`config.mk`:
```
export PLATFORM = sky130hd
export DESIGN_NAME = ita_requant_ctrl_flat
export DESIGN_NICKNAME = d
export VERILOG_FILES = /design/src/rtl/ita_requant_ctrl_if.sv /design/src/rtl/ita_requant_ctrl.sv /design/src/flat_wrapper.sv
export SDC_FILE = /design/constraint.sdc
export NUM_CORES = 1
export LEC_CHECK = 0
export BUFFER_PORTS_ARGS = -buffer_cell sky130_fd_sc_hd__buf_4
export CORE_MARGIN = 5
export CORE_UTILIZATION = 45
export DETAILED_ROUTE_END_ITERATION = 8
export RECOVER_POWER = 50
export SYNTH_ARGS = -nofsm -noshare
export SYNTH_HDL_FRONTEND = slang
export SYNTH_SLANG_ARGS = --single-unit
```
`constraint.sdc`:
```
create_clock -name clk_i -period 4.7 [get_ports clk_i]
set_input_delay 0.235 -clock clk_i [delete_from_list [all_inputs] [get_ports clk_i]]
set_output_delay 0.235 -clock clk_i [all_outputs]
set_load 0.02 [all_outputs]
```
`src/rtl/ita_requant_ctrl_if.sv`:
```
// Shared requantizer types plus the tile-request / beat handshake bundle
// that connects the controller to its producer.
package ita_requant_pkg;
    typedef enum logic {
        Signed   = 1'b0,
        Unsigned = 1'b1
    } requant_mode_e;

    typedef logic [7:0] requant_const_t;
endpackage

interface ita_requant_ctrl_if #(
    parameter int SW    = 2,
    parameter int LEN_W = 16
);
    logic             req_valid;
    logic             req_ready;
    logic [SW-1:0]    req_stage;
    logic [LEN_W-1:0] req_len;
    logic             beat_valid;
    logic             beat_ready;

    modport master (
        output req_valid, req_stage, req_len, beat_valid,
        input  req_ready, beat_ready
    );

    modport slave (
        input  req_valid, req_stage, req_len, beat_valid,
        output req_ready, beat_ready
    );
endinterface

```
`src/rtl/ita_requant_ctrl.sv`:
```
// Tile sequencer for the ITA requantizer: latches per-stage constants, issues
// credit-gated calc enables and tags the output two cycles later.
module ita_requant_ctrl
    import ita_requant_pkg::*;
#(
    parameter int NUM_STAGES = 4,
    parameter int LEN_W      = 16,
    parameter int CREDITS    = 4,
    localparam int SW        = (NUM_STAGES > 1) ? $clog2(NUM_STAGES) : 1,
    localparam int CW        = $clog2(CREDITS + 1)
) (
    input  logic                 clk_i,
    input  logic                 rst_i,
    input  logic                 cfg_we_i,
    input  logic [SW-1:0]        cfg_addr_i,
    input  requant_mode_e        cfg_mode_i,
    input  requant_const_t       cfg_mult_i,
    input  requant_const_t       cfg_shift_i,
    ita_requant_ctrl_if.slave    bus,
    output requant_mode_e        mode_o,
    output requant_const_t       eps_mult_o,
    output requant_const_t       right_shift_o,
    output logic                 calc_en_o,
    output logic                 calc_en_q_o,
    output logic                 out_valid_o,
    output logic                 out_last_o,
    input  logic                 credit_i,
    output logic                 done_o,
    output logic                 busy_o,
    output logic                 credit_err_o
);

    typedef enum logic [1:0] {
        IDLE,
        RUN,
        DRAIN
    } state_e;

    state_e           state_q, state_d;
    logic [LEN_W-1:0] beat_cnt_q, beat_cnt_d;
    logic [CW-1:0]    credit_q;
    logic             credit_err_q;
    logic             init_q;
    logic             en_q1, last_q1, valid_q2, last_q2;
    logic             done_q, done_d;
    logic             accept, issue, issue_last;
    logic             req_ready, beat_ready;

    requant_mode_e    mode_tab  [NUM_STAGES];
    requant_const_t   mult_tab  [NUM_STAGES];
    requant_const_t   shift_tab [NUM_STAGES];
    requant_mode_e    mode_q;
    requant_const_t   mult_q, shift_q;

    always_comb begin
        // NOTE: every signal driven here gets a default first so no path can leave it unassigned and infer a latch.
        state_d    = state_q;
        beat_cnt_d = beat_cnt_q;
        req_ready  = 1'b0;
        beat_ready = 1'b0;
        accept     = 1'b0;
        issue      = 1'b0;
        issue_last = 1'b0;
        done_d     = 1'b0;
        unique case (state_q)
            IDLE: begin
                // Held low for the first cycle after reset so every output reads 0 there.
                req_ready = !init_q;
                if (bus.req_valid && req_ready) begin
                    accept = 1'b1;
                    if (bus.req_len != '0) begin
                        beat_cnt_d = bus.req_len;
                        state_d    = RUN;
                    end else begin
                        state_d = DRAIN;
                    end
                end
            end
            RUN: begin
                beat_ready = (credit_q != '0);
                issue      = bus.beat_valid && beat_ready;
                if (issue) begin
                    beat_cnt_d = beat_cnt_q - LEN_W'(1);
                    if (beat_cnt_q == LEN_W'(1)) begin
                        issue_last = 1'b1;
                        state_d    = DRAIN;
                    end
                end
            end
            DRAIN: begin
                // calc_en is already 0 here, so only the calc_en_q stage can still hold a beat.
                if (!en_q1) begin
                    done_d  = 1'b1;
                    state_d = IDLE;
                end
            end
            default: state_d = IDLE;
        endcase
    end

    // NOTE: sequential state uses non-blocking assignments so every flop samples pre-edge values regardless of statement order.
    always_ff @(posedge clk_i) begin
        if (rst_i) begin
            state_q      <= IDLE;
            beat_cnt_q   <= '0;
            credit_q     <= CW'(CREDITS);
            credit_err_q <= 1'b0;
            init_q       <= 1'b1;
            en_q1        <= 1'b0;
            last_q1      <= 1'b0;
            valid_q2     <= 1'b0;
            last_q2      <= 1'b0;
            done_q       <= 1'b0;
            mode_q       <= Signed;
            mult_q       <= '0;
            shift_q      <= '0;
            // NOTE: the stage table is tiny and its cleared contents are visible to a request made before any write, so it is reset like plain state.
            for (int i = 0; i < NUM_STAGES; i++) begin
                mode_tab[i]  <= Signed;
                mult_tab[i]  <= '0;
                shift_tab[i] <= '0;
            end
        end else begin
            state_q    <= state_d;
            beat_cnt_q <= beat_cnt_d;
            init_q     <= 1'b0;
            en_q1      <= issue;
            last_q1    <= issue_last;
            valid_q2   <= en_q1;
            last_q2    <= last_q1;
            done_q     <= done_d;

            if (cfg_we_i) begin
                mode_tab[cfg_addr_i]  <= cfg_mode_i;
                mult_tab[cfg_addr_i]  <= cfg_mult_i;
                shift_tab[cfg_addr_i] <= cfg_shift_i;
            end
            // Reads the pre-write entry when a write to the same stage lands this cycle.
            if (accept) begin
                mode_q  <= mode_tab[bus.req_stage];
                mult_q  <= mult_tab[bus.req_stage];
                shift_q <= shift_tab[bus.req_stage];
            end

            unique case ({credit_i, issue})
                2'b10: begin
                    if (credit_q == CW'(CREDITS)) credit_err_q <= 1'b1;
                    else                          credit_q     <= credit_q + CW'(1);
                end
                2'b01:   credit_q <= credit_q - CW'(1);
                default: ;
            endcase
        end
    end

    assign bus.req_ready  = req_ready;
    assign bus.beat_ready = beat_ready;
    assign mode_o         = mode_q;
    assign eps_mult_o     = mult_q;
    assign right_shift_o  = shift_q;
    assign calc_en_o      = issue;
    assign calc_en_q_o    = en_q1;
    assign out_valid_o    = valid_q2;
    assign out_last_o     = last_q2;
    assign done_o         = done_q;
    assign busy_o         = (state_q != IDLE);
    assign credit_err_o   = credit_err_q;

endmodule

```
`src/flat_wrapper.sv`:
```
// flat-port wrapper written by rule: the top's interface ports become plain ports
module ita_requant_ctrl_flat import ita_requant_pkg::*;
#(
    parameter int NUM_STAGES = 4,
    parameter int LEN_W      = 16,
    parameter int CREDITS    = 4,
    localparam int SW        = (NUM_STAGES > 1) ? $clog2(NUM_STAGES) : 1,
    localparam int CW        = $clog2(CREDITS + 1)
)
  (clk_i, rst_i, cfg_we_i, cfg_addr_i, cfg_mode_i, cfg_mult_i, cfg_shift_i, mode_o, eps_mult_o, right_shift_o, calc_en_o, calc_en_q_o, out_valid_o, out_last_o, credit_i, done_o, busy_o, credit_err_o, bus_req_valid, bus_req_stage, bus_req_len, bus_beat_valid, bus_req_ready, bus_beat_ready);
  ita_requant_ctrl_if #(.SW(2), .LEN_W(LEN_W)) bus_i ();
  input  logic clk_i;
  input  logic rst_i;
  input  logic cfg_we_i;
  input  logic [SW-1:0] cfg_addr_i;
  input  requant_mode_e cfg_mode_i;
  input  requant_const_t cfg_mult_i;
  input  requant_const_t cfg_shift_i;
  output requant_mode_e mode_o;
  output requant_const_t eps_mult_o;
  output requant_const_t right_shift_o;
  output logic calc_en_o;
  output logic calc_en_q_o;
  output logic out_valid_o;
  output logic out_last_o;
  input  logic credit_i;
  output logic done_o;
  output logic busy_o;
  output logic credit_err_o;
  input wire logic [$bits(bus_i.req_valid)-1:0] bus_req_valid;
  input wire logic [$bits(bus_i.req_stage)-1:0] bus_req_stage;
  input wire logic [$bits(bus_i.req_len)-1:0] bus_req_len;
  input wire logic [$bits(bus_i.beat_valid)-1:0] bus_beat_valid;
  output wire logic [$bits(bus_i.req_ready)-1:0] bus_req_ready;
  output wire logic [$bits(bus_i.beat_ready)-1:0] bus_beat_ready;
  assign bus_i.req_valid = bus_req_valid;
  assign bus_i.req_stage = bus_req_stage;
  assign bus_i.req_len = bus_req_len;
  assign bus_i.beat_valid = bus_beat_valid;
  assign bus_req_ready = bus_i.req_ready;
  assign bus_beat_ready = bus_i.beat_ready;
  ita_requant_ctrl #(.NUM_STAGES(NUM_STAGES), .LEN_W(LEN_W), .CREDITS(CREDITS)) u_core (.clk_i(clk_i), .rst_i(rst_i), .cfg_we_i(cfg_we_i), .cfg_addr_i(cfg_addr_i), .cfg_mode_i(cfg_mode_i), .cfg_mult_i(cfg_mult_i), .cfg_shift_i(cfg_shift_i), .bus(bus_i), .mode_o(mode_o), .eps_mult_o(eps_mult_o), .right_shift_o(right_shift_o), .calc_en_o(calc_en_o), .calc_en_q_o(calc_en_q_o), .out_valid_o(out_valid_o), .out_last_o(out_last_o), .credit_i(credit_i), .done_o(done_o), .busy_o(busy_o), .credit_err_o(credit_err_o));
endmodule
```
==> results.json <==
{
  "cts_resized": 0,
  "syn_to_final_growth_pct": 21.6,
  "gr-usage-met1": 0.216,
  "slew_viol_final": 53,
  "grt_max_degree": 53,
  "violations": "capacitance limit, slew limit",
  "cp-end-kind": "flip-flop",
  "fin_skew_ns": 0.00714,
  "path_buf_inv": 2,
  "synth_cell_type_count": 48,
  "drv_cap": 1,
  "synth.area.top_cells": "edfxtp_1 (40%), dfxtp_1 (18%), and2_1 (8.4%), mux4_2 (7.5%), a21oi_1 (4.2%)",
  "synth_top_area_share": 0.400,
  "io_pins": 69,
  "postPlaceCellArea_um2": 5730,
  "wirelength_um": 11500,
  "criticalPathCategory": "in2reg",
  "portBuffers": 68,
  "avgSynthCellArea_um2": 11.3,
  "grt_util_met2": 0.304,
  "cts_tree": "built",
  "wire_per_inst_um": 17.0,
  "synth_warnings": 0,
  "finalCriticalPeriod_ns": 3.14,
  "via_count": 3516,
  "worst_slack_ns": 1.56,
  "async_flop_share": 0,
  "cpPeakStageDelay_ns": 1.57,
  "synth_edf_count": 68,
  "startpoint_type": "input port",
  "antenna_found_initial": 0,
  "gp_congestion": 0.757,
  "slew_headroom": -0.503,
  "cts_root_buf": "clkbuf_16",
  "ir_drop_mv": 0.280,
  "clk_path_buf_depth": 2,
  "initial_core_util": 0.453,
  "top_usage_layer": "met2",
  "path_common_cell": "clkbuf_1",
  "groute.usage.overall": 0.179,
  "overflow": 0,
  "hold_class": "in2reg",
  "hold_violations": 0,
  "cts_sinks": 113,
  "status": "complete, but fails checks",
  "power_density_nw_per_um2": 435,
  "critPathTopFamily": "buffers and inverters",
  "grt_pass1_wl_um": 18000,
  "first_pass_iters": 5,
  "rows": 39,
  "worstPathCellList": "clkbuf_1 -> nand2b_1 -> nor3_1 -> clkbuf_1 -> or2_2",
  "ys_ff_latch": 113,
  "tns_ns": 0,
  "vias_per_cell": 5.22,
  "worst_pin_slew_ns": 2.25,
  "syn-num-nets": 497,
  "syn-cell-area_um2": 5110,
  "drt-initial-drc-count": 215,
  "drive_gt1_frac": 0.190,
  "first_global_vias": 3443,
  "synth_flop_cell": "edfxtp_1",
  "ys_seq_area_frac": 0.576,
  "hpwl_um": 7320,
  "die-area_um2": 13600,
  "coreArea_um2": 11300,
  "cts_made_buffers": 17,
  "static-leakage-power_nw": 2.24,
  "rrSetupSlack_ns": 2.21,
  "final.period_utilization": 0.669,
  "insertedDiodeCount": 0,
  "cts_hold_buf": 0,
  "cts_setup_buffers": 0,
  "h-tree-depth": 4,
  "fillers": 995,
  "die_x_um": 117,
  "synth_top_area_cell": "edfxtp_1",
  "setup_viol": 0,
  "met3_usage": 0.0461,
  "clk_pin_slew_worst_paths_ns": 0.05,
  "clk_latency_ns": 0.40,
  "rsz0062_at_grt": "false",
  "detail-route-antenna-nets": 0,
  "dp_slack_ns": 2.22,
  "critPathMaxFanout": 52,
  "crit_required_ns": 4.78,
  "cp_slowest_cell": "clkbuf_1",
  "drcViolationCount": 0,
  "final_core_util": 0.551,
  "netlist_instances": 451,
  "finalNetCount": 564,
  "critPathArrivalTime_ns": 3.23,
  "fp.dieH_um": 117,
  "final_design_area_no_fill_um2": 6210,
  "max_freq_mhz": 318
}
[cells in the final DEF, fill, tap and decap left out, drive strengths merged, types with 2 or more instances in the layout]
cell type   n
or2        10
mux4       17
a21o        6
clkbuf     53
nor4       10
and2       69
buf        47
a32oi       3
nor2       23
inv         9
nor3b       4
a21oi      43
edfxtp     68
nor2b       4
ha          2
nand2      45
nand2b      4
mux2i       2
nand3       4
or4         4
nor3       11
clkinv      3
dfxtp      45
a31oi       3
bufinv      3
o21ai      19
or4b        2
or3         4
[path summary, 6_finish.rpt]
kind | cells after the start | to | from
worst min-delay path | 2 | u_core.shift_tab[2][2]$_SDFFCE_PN0P_ | cfg_shift_i[2]
worst max-delay path | 5 | u_core.shift_tab[0][6]$_SDFFCE_PN0P_ | rst_i
worst max register to register | 5 | u_core.beat_cnt_q[0]$_SDFFE_PP0P_ | u_core.state_q[0]$_SDFFE_PP0P_
worst min register to register | 2 | u_core.credit_err_o$_SDFFE_PP0P_ | u_core.credit_err_o$_SDFFE_PP0P_
[metal layers]
layer / wire (µm) / vias to the layer above
met5: 0 / -
met4: 196 / 0
met3: 511 / 19
met2: 5760 / 75
met1: 5010 / 1661
li1: - / 1761
[power breakdown]
part	internal, mW	leakage, nW	switching [mW]
registers	1.12	1.03	0.0309
clock network	0.857	0.284	0.411
logic	0.117	0.929	0.165
[cells by family after synthesis]
| logic type | after synthesis | synth area share |
|---|---|---|
| muxes | 19 | 0.0788 |
| AOI/OAI and AO/OA | 80 | 0.0906 |
| xor gates and xnor gates | 1 | 0.00171 |
| and+or+nand+nor | 200 | 0.216 |
| adders and majority gates | 3 | 0.00881 |
| buffers and inverters | 35 | 0.0286 |
| DFF | 113 | 0.576 |
[metrics by stage]
stage          cells  hold slack (ns)  power [mW]
2_1_floorplan    451            0.263        1.36
3_3_place_gp     642            0.438        1.46
3_5_place_dp     642            0.443        1.46
4_1_cts          674            0.112        2.73
5_1_grt          674            0.126        2.80
6_report         674            0.131        2.70
[synthesized netlist by cell type, drive strengths merged, types with 2 or more instances]
| cell type | count |
|---|---|
| nor4 | 10 |
| nor2 | 23 |
| or4 | 4 |
| a21o | 6 |
| dfxtp | 45 |
| mux4 | 17 |
| buf | 8 |
| clkbuf | 18 |
| o21ai | 19 |
| or4b | 2 |
| ha | 2 |
| nand2b | 4 |
| nand2 | 45 |
| edfxtp | 68 |
| nor2b | 4 |
| a32oi | 3 |
| or3 | 4 |
| mux2i | 2 |
| inv | 9 |
| nor3 | 11 |
| a31oi | 3 |
| and2 | 69 |
| nand3 | 4 |
| a21oi | 43 |
| nor3b | 4 |
| or2 | 10 |
[area by class of cell]
cell class	instances	area, µm²	share of cell area
clock buffers	26	479	0.0771
multi-input cells	303	2020	0.325
flip-flops and latches	113	2940	0.474
well taps	143	179	0.0288
clock inverters	6	104	0.0167
inverters	9	33.8	0.00544
repair buffers	74	454	0.0731
[state kept, by name (all words and copies together), names as in the netlist, 2 cells and up]
name                  count
u_core.shift_tab         32
u_core.credit_q           3
u_core.eps_mult_o         8
u_core.mode_tab           4
u_core.right_shift_o      8
u_core.beat_cnt_q        16
u_core.state_q            2
u_core.mult_tab          32
Note: power is estimated with default switching activity, not from simulation.
